--- src/rtl/song_sequencer.sv ---
// song_sequencer: walks a song held in a synchronous ROM and issues one-cycle
// load pulses (note + duration) to the polyphonic note distributor.
// Chain entries (advance=0) load back-to-back; advance entries hold for their
// duration in beats. A duration of 0 marks the end of the song.
// Optional feature macro: SONG_LOOP_EN (song restarts at idx 0 instead of
// stopping in DONE; song_done_o becomes a one-clock pulse at each loop point).
//
// state  | meaning
// -------+----------------------------------------------------------
// IDLE   | waiting for play after reset or song change while paused
// FETCH  | rom_addr_o presents {song, idx}; ROM answers next clock
// DECODE | rom_data_i valid; load pulse for non-rest, non-end entries
// WAIT   | advance entry holding; counts beats down to zero
// DONE   | end of song reached; song_done_o high, no further loads
module song_sequencer #(
  parameter int SONG_SEL_W = 2,
  parameter int NOTE_IDX_W = 7,
  parameter int ROM_DATA_W = 13
) (
  input  logic                             clk_i,
  input  logic                             reset_ni,
  input  logic                             play_i,
  input  logic                             beat_i,
  input  logic [SONG_SEL_W-1:0]            song_sel_i,
  output logic [SONG_SEL_W+NOTE_IDX_W-1:0] rom_addr_o,
  input  logic [ROM_DATA_W-1:0]            rom_data_i,
  output logic                             load_new_note_o,
  output logic [5:0]                       note_to_load_o,
  output logic [5:0]                       duration_to_load_o,
  output logic                             song_done_o
);

  typedef enum logic [2:0] {
    IDLE   = 3'd0,
    FETCH  = 3'd1,
    DECODE = 3'd2,
    WAIT   = 3'd3,
    DONE   = 3'd4
  } state_t;

  state_t                  state_q;
  logic [NOTE_IDX_W-1:0]   idx_q;
  logic [5:0]              cnt_q;
  logic [5:0]              note_q;
  logic [5:0]              dur_q;
  logic                    done_q;
  logic [SONG_SEL_W-1:0]   song_q;

  logic       song_chg;
  logic       rom_adv;
  logic [5:0] rom_note;
  logic [5:0] rom_dur;
  logic       is_decode;
  logic       is_end;
  logic       last_idx;
  logic       load;
  logic       entry_done;
  logic       song_end;

  // Decode of the current ROM word and of the entry-completion conditions.
  always_comb begin
    song_chg   = (song_sel_i != song_q);
    rom_adv    = rom_data_i[ROM_DATA_W-1];
    rom_note   = rom_data_i[11:6];
    rom_dur    = rom_data_i[5:0];
    is_decode  = (state_q == DECODE);
    is_end     = (rom_dur == 6'd0);
    last_idx   = &idx_q;
    // Load is asserted during DECODE itself, so an async reset kills it at once
    // and a song change arriving in the same cycle suppresses it.
    load       = is_decode && !song_chg && !is_end && (rom_note != 6'd0);
    entry_done = (is_decode && !is_end && !rom_adv) ||
                 ((state_q == WAIT) && beat_i && play_i && (cnt_q <= 6'd1));
    song_end   = (is_decode && is_end) || (entry_done && last_idx);
  end

  assign rom_addr_o         = {song_sel_i, idx_q};
  assign load_new_note_o    = load;
  assign note_to_load_o     = load ? rom_note : note_q;
  assign duration_to_load_o = load ? rom_dur  : dur_q;
  assign song_done_o        = done_q;

  // Sequencer FSM: song change has priority over every state.
  always_ff @(posedge clk_i or negedge reset_ni) begin
    if (!reset_ni) begin
      state_q <= IDLE;
      idx_q   <= '0;
      cnt_q   <= '0;
      note_q  <= '0;
      dur_q   <= '0;
      done_q  <= 1'b0;
      song_q  <= '0;
    end else begin
      song_q <= song_sel_i;
`ifdef SONG_LOOP_EN
      done_q <= 1'b0;
`endif
      if (song_chg) begin
        idx_q   <= '0;
        cnt_q   <= '0;
        done_q  <= 1'b0;
        state_q <= play_i ? FETCH : IDLE;
      end else begin
        if (load) begin
          note_q <= rom_note;
          dur_q  <= rom_dur;
        end
        if (song_end) begin
          cnt_q  <= '0;
          done_q <= 1'b1;
`ifdef SONG_LOOP_EN
          idx_q   <= '0;
          state_q <= FETCH;
`else
          state_q <= DONE;
`endif
        end else if (entry_done) begin
          cnt_q   <= '0;
          idx_q   <= idx_q + {{(NOTE_IDX_W-1){1'b0}}, 1'b1};
          state_q <= FETCH;
        end else begin
          case (state_q)
            IDLE:    if (play_i) state_q <= FETCH;
            FETCH:   if (play_i) state_q <= DECODE;
            DECODE: begin
              cnt_q   <= rom_dur;
              state_q <= WAIT;
            end
            WAIT:    if (beat_i && play_i) cnt_q <= cnt_q - 6'd1;
            default: ;
          endcase
        end
      end
    end
  end

endmodule

--- config.mk ---
export PLATFORM = sky130hd
export DESIGN_NAME = song_sequencer
export DESIGN_NICKNAME = d
export VERILOG_FILES = /design/src/rtl/song_sequencer.sv
export SDC_FILE = /design/constraint.sdc
export NUM_CORES = 1
export LEC_CHECK = 0
export CAP_MARGIN = 15
export CORE_MARGIN = 1.5
export CORE_UTILIZATION = 50
export DETAILED_ROUTE_END_ITERATION = 8
export PLACE_DENSITY = 0.8
export SLEW_MARGIN = 20
export SYNTH_ARGS = -nofsm -noshare
export SYNTH_HDL_FRONTEND = slang
export SYNTH_SLANG_ARGS = --single-unit
--- constraint.sdc ---
create_clock -name clk_i -period 2.26 [get_ports clk_i]
set_clock_uncertainty 0.05 [all_clocks]
set_input_delay 0.226 -clock clk_i [delete_from_list [all_inputs] [get_ports clk_i]]
set_output_delay 0.226 -clock clk_i [all_outputs]
set_load 0.05 [all_outputs]
==> results of run 1 <==
==> kinds of logic (layout without fill, tap and decap cells) <==
group	count (synthesis)	in the layout	synth area share
buffers and inverters	15	96	0.0520
AO/OA/AOI/OAI	45	45	0.180
AND/OR/NAND/NOR	50	50	0.153
XOR/XNOR	7	7	0.0331
adder cells (fa/ha/maj)	3	3	0.0203
flip-flops	31	31	0.419
multiplexers	22	22	0.143
==> path summary, 6_finish.rpt <==
path,start,to
setup / recovery,song_q[0],duration_to_load_o[3]
hold / removal,rom_data_i[6],note_q[0]
setup reg to reg,song_q[0],dur_q[0]
hold reg to reg,song_done_o,song_done_o
max in group asynchronous,reset_ni,state_q[1]
min in group asynchronous,reset_ni,note_q[4]
==> synthesized netlist by cell type, types with 3 or more instances <==
cell,number
dfrtp_1,31
nor2_1,16
mux2_2,13
a21oi_1,9
nand2_1,6
o21ai_0,6
inv_1,5
mux2_4,5
nor3_1,5
o211ai_1,5
xor2_1,5
a22o_1,4
and3_1,4
buf_4,3
ha_1,3
nand2b_1,3
o21a_1,3
o31ai_1,3
==> what timing repair did <==
action / CTS / global route
gates resized for setup: 39 / 7
pin swaps: 10 / 4
gates cloned: 0 / 0
endpoints found under the setup margin: 12 / 13
setup buffers: 19 / 0
==> power by group through the flow <==
stage,combinational (mW),clock (mW),sequential (mW)
6_report,0.979,0.469,0.710
5_1_grt,1.02,0.507,0.718
3_3_place_gp,0.869,0,0.696
2_1_floorplan,0.535,0,0.687
4_1_cts,0.950,0.477,0.701
3_5_place_dp,0.888,0,0.709
==> routing by layer <==
layer  wire length (µm)  GRT usage  vias up
met4                144     0.0978        0
met3                261     0.0581       15
li1                   -          -      795
met5                  0          0        -
met1               2030      0.311      813
met2               2750      0.520       59
==> state kept, by name, summed over array words and instances (netlist names) <==
name / flops
dur_q: 6
song_done_o: 1
note_q: 6
idx_q: 7
song_q: 2
state_q: 3
cnt_q: 6
==> final cells by class <==
type	count	area (µm²)
clock buffer	8	100
fill	188	623
inverter	5	18.8
multi-input combinational	127	1030
sequential	31	777
tap	46	57.6
timing repair buffer	83	837
==> through the flow <==
stage	cells	instance area, µm²	setup TNS [ps]
6_report	300	2820	-224
3_3_place_gp	274	2480	-2030
3_5_place_dp	274	2480	-3000
2_1_floorplan	173	1850	0
4_1_cts	301	2810	-112
5_1_grt	300	2820	-1030
==> flow_summary.toml, run 1 <==
[pwr]
power.switching_mw = 0.759
leakagePower_nw = 1.33
power_density_mw_per_mm2 = 766
combPwrFrac = 0.453
swShare = 0.352
intPower_mw = 1.40
power_frac_seq = 0.329
ir_drop_uv = 575
pwr-share-clk = 0.217
power_mw = 2.16

[sta]
slew_headroom = 0.663
fmax_mhz = 433
fin_ws_ps = -47.2
holdWs_ps = 173
rsz0062_at_grt = "yes"
final-setup-viol-count = 10
finalHoldViolations = 0
fin_crit_ps = 2310
post-route-period-util = 1.02
slew_viol_final = 0
tightest_slew_ps = 504

[worst_setup_path]
worst-endpoint-required_ps = 1980
rr_worst_depth = 9
worstPathCellList = "xnor2_2 -> and2_4 -> and3_4 -> o31ai_4 -> buf_12 -> buf_8 -> mux2_4 -> buf_12"
cp-end-kind = "primary output"
crit_family = "buffers and inverters"
cp_max_fo = 6
path_depth = 8
cp_num_buf_inv = 3
crit_path_start_kind = "register"
crit_path_max_incr_delay_ps = 400
path_class = "reg -> out"
critPathSlowestCell = "dfrtp_1"
r2r_slack_ps = 250
crit_top_cell = "buf_12"
cp.arrival_ps = 2030

[placed_design]
place_congestion = 0.823
dp_hpwl_um = 3350
io_buffers = 41
pre_cts_slack_ps = -264

[global_route]
antenna_found_initial = 0
grt_overflow_total = 0
grt_max_degree = 32
grt_pass1_vias = 1798
grt_use_total = 0.279
grt_pass1_wl_um = 8660

[yosys]
ys_seq_elements = 31
synth_area_leaders = "dfrtp_1, mux2_2, mux2_4"
syn_inst = 173
synth.avg_cell_area_um2 = 10.7
synth_cell_types = 51
synth_top_cell_by_area = "dfrtp_1"
synth_edf_count = 0
netlist_area_mm2 = 0.00185
async_reset_ff_frac = 1.00
yosysWarningCount = 0
synth_ff_type = "dfrtp_1"
synthDominantCellAreaShare = 0.419
syn-num-nets = 195
seq_area_frac_synth = 0.419

[detailed_routing]
routedWlPerCell_um = 17.3
route.detailed.drc = 0
finalWirelength_um = 5190
first_pass_iters = 5
vias = 1682
ant_nets = 0
routed_via_density = 5.61
drtIter0Drc = 58

[cells_and_area]
diodes = 0
fin_nets = 275
area_growth_pct = 52.2
final_util = 0.819
layout_commonest_cell = "buf_4"
drive_gt1_frac = 0.406
mostFrequentLayoutCells = "buf_4, dfrtp_1, clkdlybuf4s50_1"

[cts]
h-tree-depth = 2
clockBufferDepth = 2
cts.sinks = 31
cts-root-buf = "clkbuf_8"
clk_pin_slew_ps = 60
clk_latency_ps = 280
cts_hold_buf = 0
tritoncts = "done"
cts_made_buffers = 5

[worst_hold_path]
hold_path_class = "in -> reg"
whs_path_depth = 2

[floorplanning]
ios = 42
die_h_um = 63.9
dieArea_mm2 = 0.00408
coreArea_mm2 = 0.00344
rows = 21
start_util = 0.538
fp.dieW_um = 63.9

[job]
drv_cap = 0

[status]
status = "finished with violations"
violations = "negative setup slack"
Power figures use the tool's default switching activity.
==> run 2, diff against run 1 <==
- CORE_MARGIN: 1.5 -> not set
- GPL_TIMING_DRIVEN: not set -> 0
==> flow_summary.toml, run 2 (synthesized netlist as in run 1, its figures left out) <==
[detailed_routing]
routedWlPerCell_um = 16.7
drtIter0Drc = 78
routed_via_density = 5.81
finalWirelength_um = 4750
first_pass_iters = 5
vias = 1649
ant_nets = 0
route.detailed.drc = 0

[cts]
clk_latency_ps = 280
cts-root-buf = "clkbuf_8"
cts_made_buffers = 5
cts.sinks = 31
h-tree-depth = 2
clk_pin_slew_ps = 60
clockBufferDepth = 2
tritoncts = "done"

[sta]
final-setup-viol-count = 0
slew_viol_final = 0
rsz0062_at_grt = "yes"
fmax_mhz = 443
tightest_slew_ps = 703
fin_crit_ps = 2260
finalHoldViolations = 0
slew_headroom = 0.531
fin_ws_ps = 3.58
holdWs_ps = 173
post-route-period-util = 0.998

[pwr]
leakagePower_nw = 1.23
power_density_mw_per_mm2 = 769
power.switching_mw = 0.726
intPower_mw = 1.26
power_frac_seq = 0.350
ir_drop_uv = 446
pwr-share-clk = 0.219
swShare = 0.366
combPwrFrac = 0.431

[floorplanning]
rows = 21
dieArea_mm2 = 0.00395
ios = 42
start_util = 0.538
die_h_um = 62.9
coreArea_mm2 = 0.00344
fp.dieW_um = 62.9

[job]
drv_cap = 0

[worst_setup_path]
worst-endpoint-required_ps = 1980
worstPathCellList = "dlygate4sd2_1 -> nor4_4 -> nand2_2 -> and3_4 -> o31ai_4 -> buf_6 -> mux2_4 -> buf_8"
cp.arrival_ps = 1980
crit_family = "simple AND/OR/NAND/NOR gates"
crit_path_start_kind = "primary input"
cp-end-kind = "primary output"
cp_num_buf_inv = 3
crit_path_max_incr_delay_ps = 370
cp_max_fo = 6
path_class = "in -> out"
critPathSlowestCell = "nor4_4"

[cells_and_area]
mostFrequentLayoutCells = "dfrtp_1, buf_4, clkdlybuf4s50_1"
fillers = 240
final_cells = 284
diodes = 0
drive_gt1_frac = 0.357
top_register = "idx_q"
fin_nets = 260
area_growth_pct = 39.1
largest_reg_flops = 7
layout_commonest_cell = "dfrtp_1"

[global_route]
grt_use_total = 0.249
grt_pass1_wl_um = 7570
grt_max_degree = 32
grt_pass1_vias = 1604
grt_overflow_total = 0
antenna_found_initial = 0

[worst_hold_path]
hold_path_class = "in -> reg"

[placed_design]
pre_cts_slack_ps = -1060
dp.cells = 260
dp_hpwl_um = 2950
io_buffers = 41
place_congestion = 0.804

[status]
status = "complete, no violations"
run 2: changes by cell type in the layout (fill, tap and decap cells not counted), moves of 3 or more:
| cell | before | now |
|---|---|---|
| buf_4 | 38 | 22 |
| clkbuf_2 | 0 | 3 |
| buf_2 | 1 | 4 |
| buf_12 | 8 | 0 |
run 2: worst paths after layout:
kind | startpoint | slack (ps) | depth (start not counted) | end
setup / recovery | rom_data_i[2] | 4 | 8 | duration_to_load_o[1]
hold / removal | rom_data_i[6] | 170 | 2 | note_q[0]
setup reg to reg | cnt_q[3] | 240 | 6 | idx_q[5]
hold reg to reg | song_done_o | 440 | 1 | song_done_o
max in group asynchronous | reset_ni | 1180 | 2 | state_q[2]
min in group asynchronous | reset_ni | 480 | 2 | note_q[3]
run 2: per-layer routing:
| metal | up-vias | routed length (µm) | global-route usage |
|---|---|---|---|
| met5 | - | 0 | 0 |
| met4 | 0 | 99 | 0.0785 |
| met3 | 12 | 310 | 0.0639 |
| met2 | 84 | 2450 | 0.440 |
| met1 | 781 | 1890 | 0.293 |
| li1 | 772 | - | - |
run 2: repair_timing:
item	CTS	global route
buffers inserted	10	8
hold buffers	1	0
gates resized for setup	115	11
hold endpoints to repair	31	0
setup endpoints to repair	13	13
pin swaps	7	7
cloned	1	0
run 2: final cells by class:
| class | count | area (µm²) | share of cell area |
|---|---|---|---|
| flip-flops and latches | 31 | 777 | 0.302 |
| multi-input cells | 127 | 1030 | 0.400 |
| plain buffers | 8 | 61.3 | 0.0238 |
| clock inverters | 1 | 5.00 | 0.00194 |
| well taps | 46 | 57.6 | 0.0223 |
| clock buffers | 6 | 82.6 | 0.0321 |
| inverters | 5 | 18.8 | 0.00729 |
| repair buffers | 60 | 543 | 0.211 |
run 2: power groups by stage:
stage                     Sequential [mW]  Combinational [mW]  Clock [mW]
after global placement              0.692               0.748           0
after detailed placement            0.700               0.760           0
final                               0.695               0.854       0.433
after floorplan                     0.687               0.535           0
after global routing                0.705               0.895       0.469
after CTS                           0.691               0.839       0.439
run 2: metrics by stage:
stage	total power [mW]	utilization	setup TNS [ps]	instance area, µm²
2_1_floorplan	1.22	-	0	1850
3_3_place_gp	1.44	0.674	-14420	2320
3_5_place_dp	1.46	0.672	-15040	2310
4_1_cts	1.97	0.737	-861	2540
5_1_grt	2.07	0.748	-483	2580
6_report	1.98	0.748	0	2580
==> run 3, diff against run 2 <==
- CTS_BUF_LIST: not set -> sky130_fd_sc_hd__clkbuf_4 sky130_fd_sc_hd__clkbuf_8
==> results of run 3 <==
No change in the layout: final DEF, timing and power equal those of run 2.
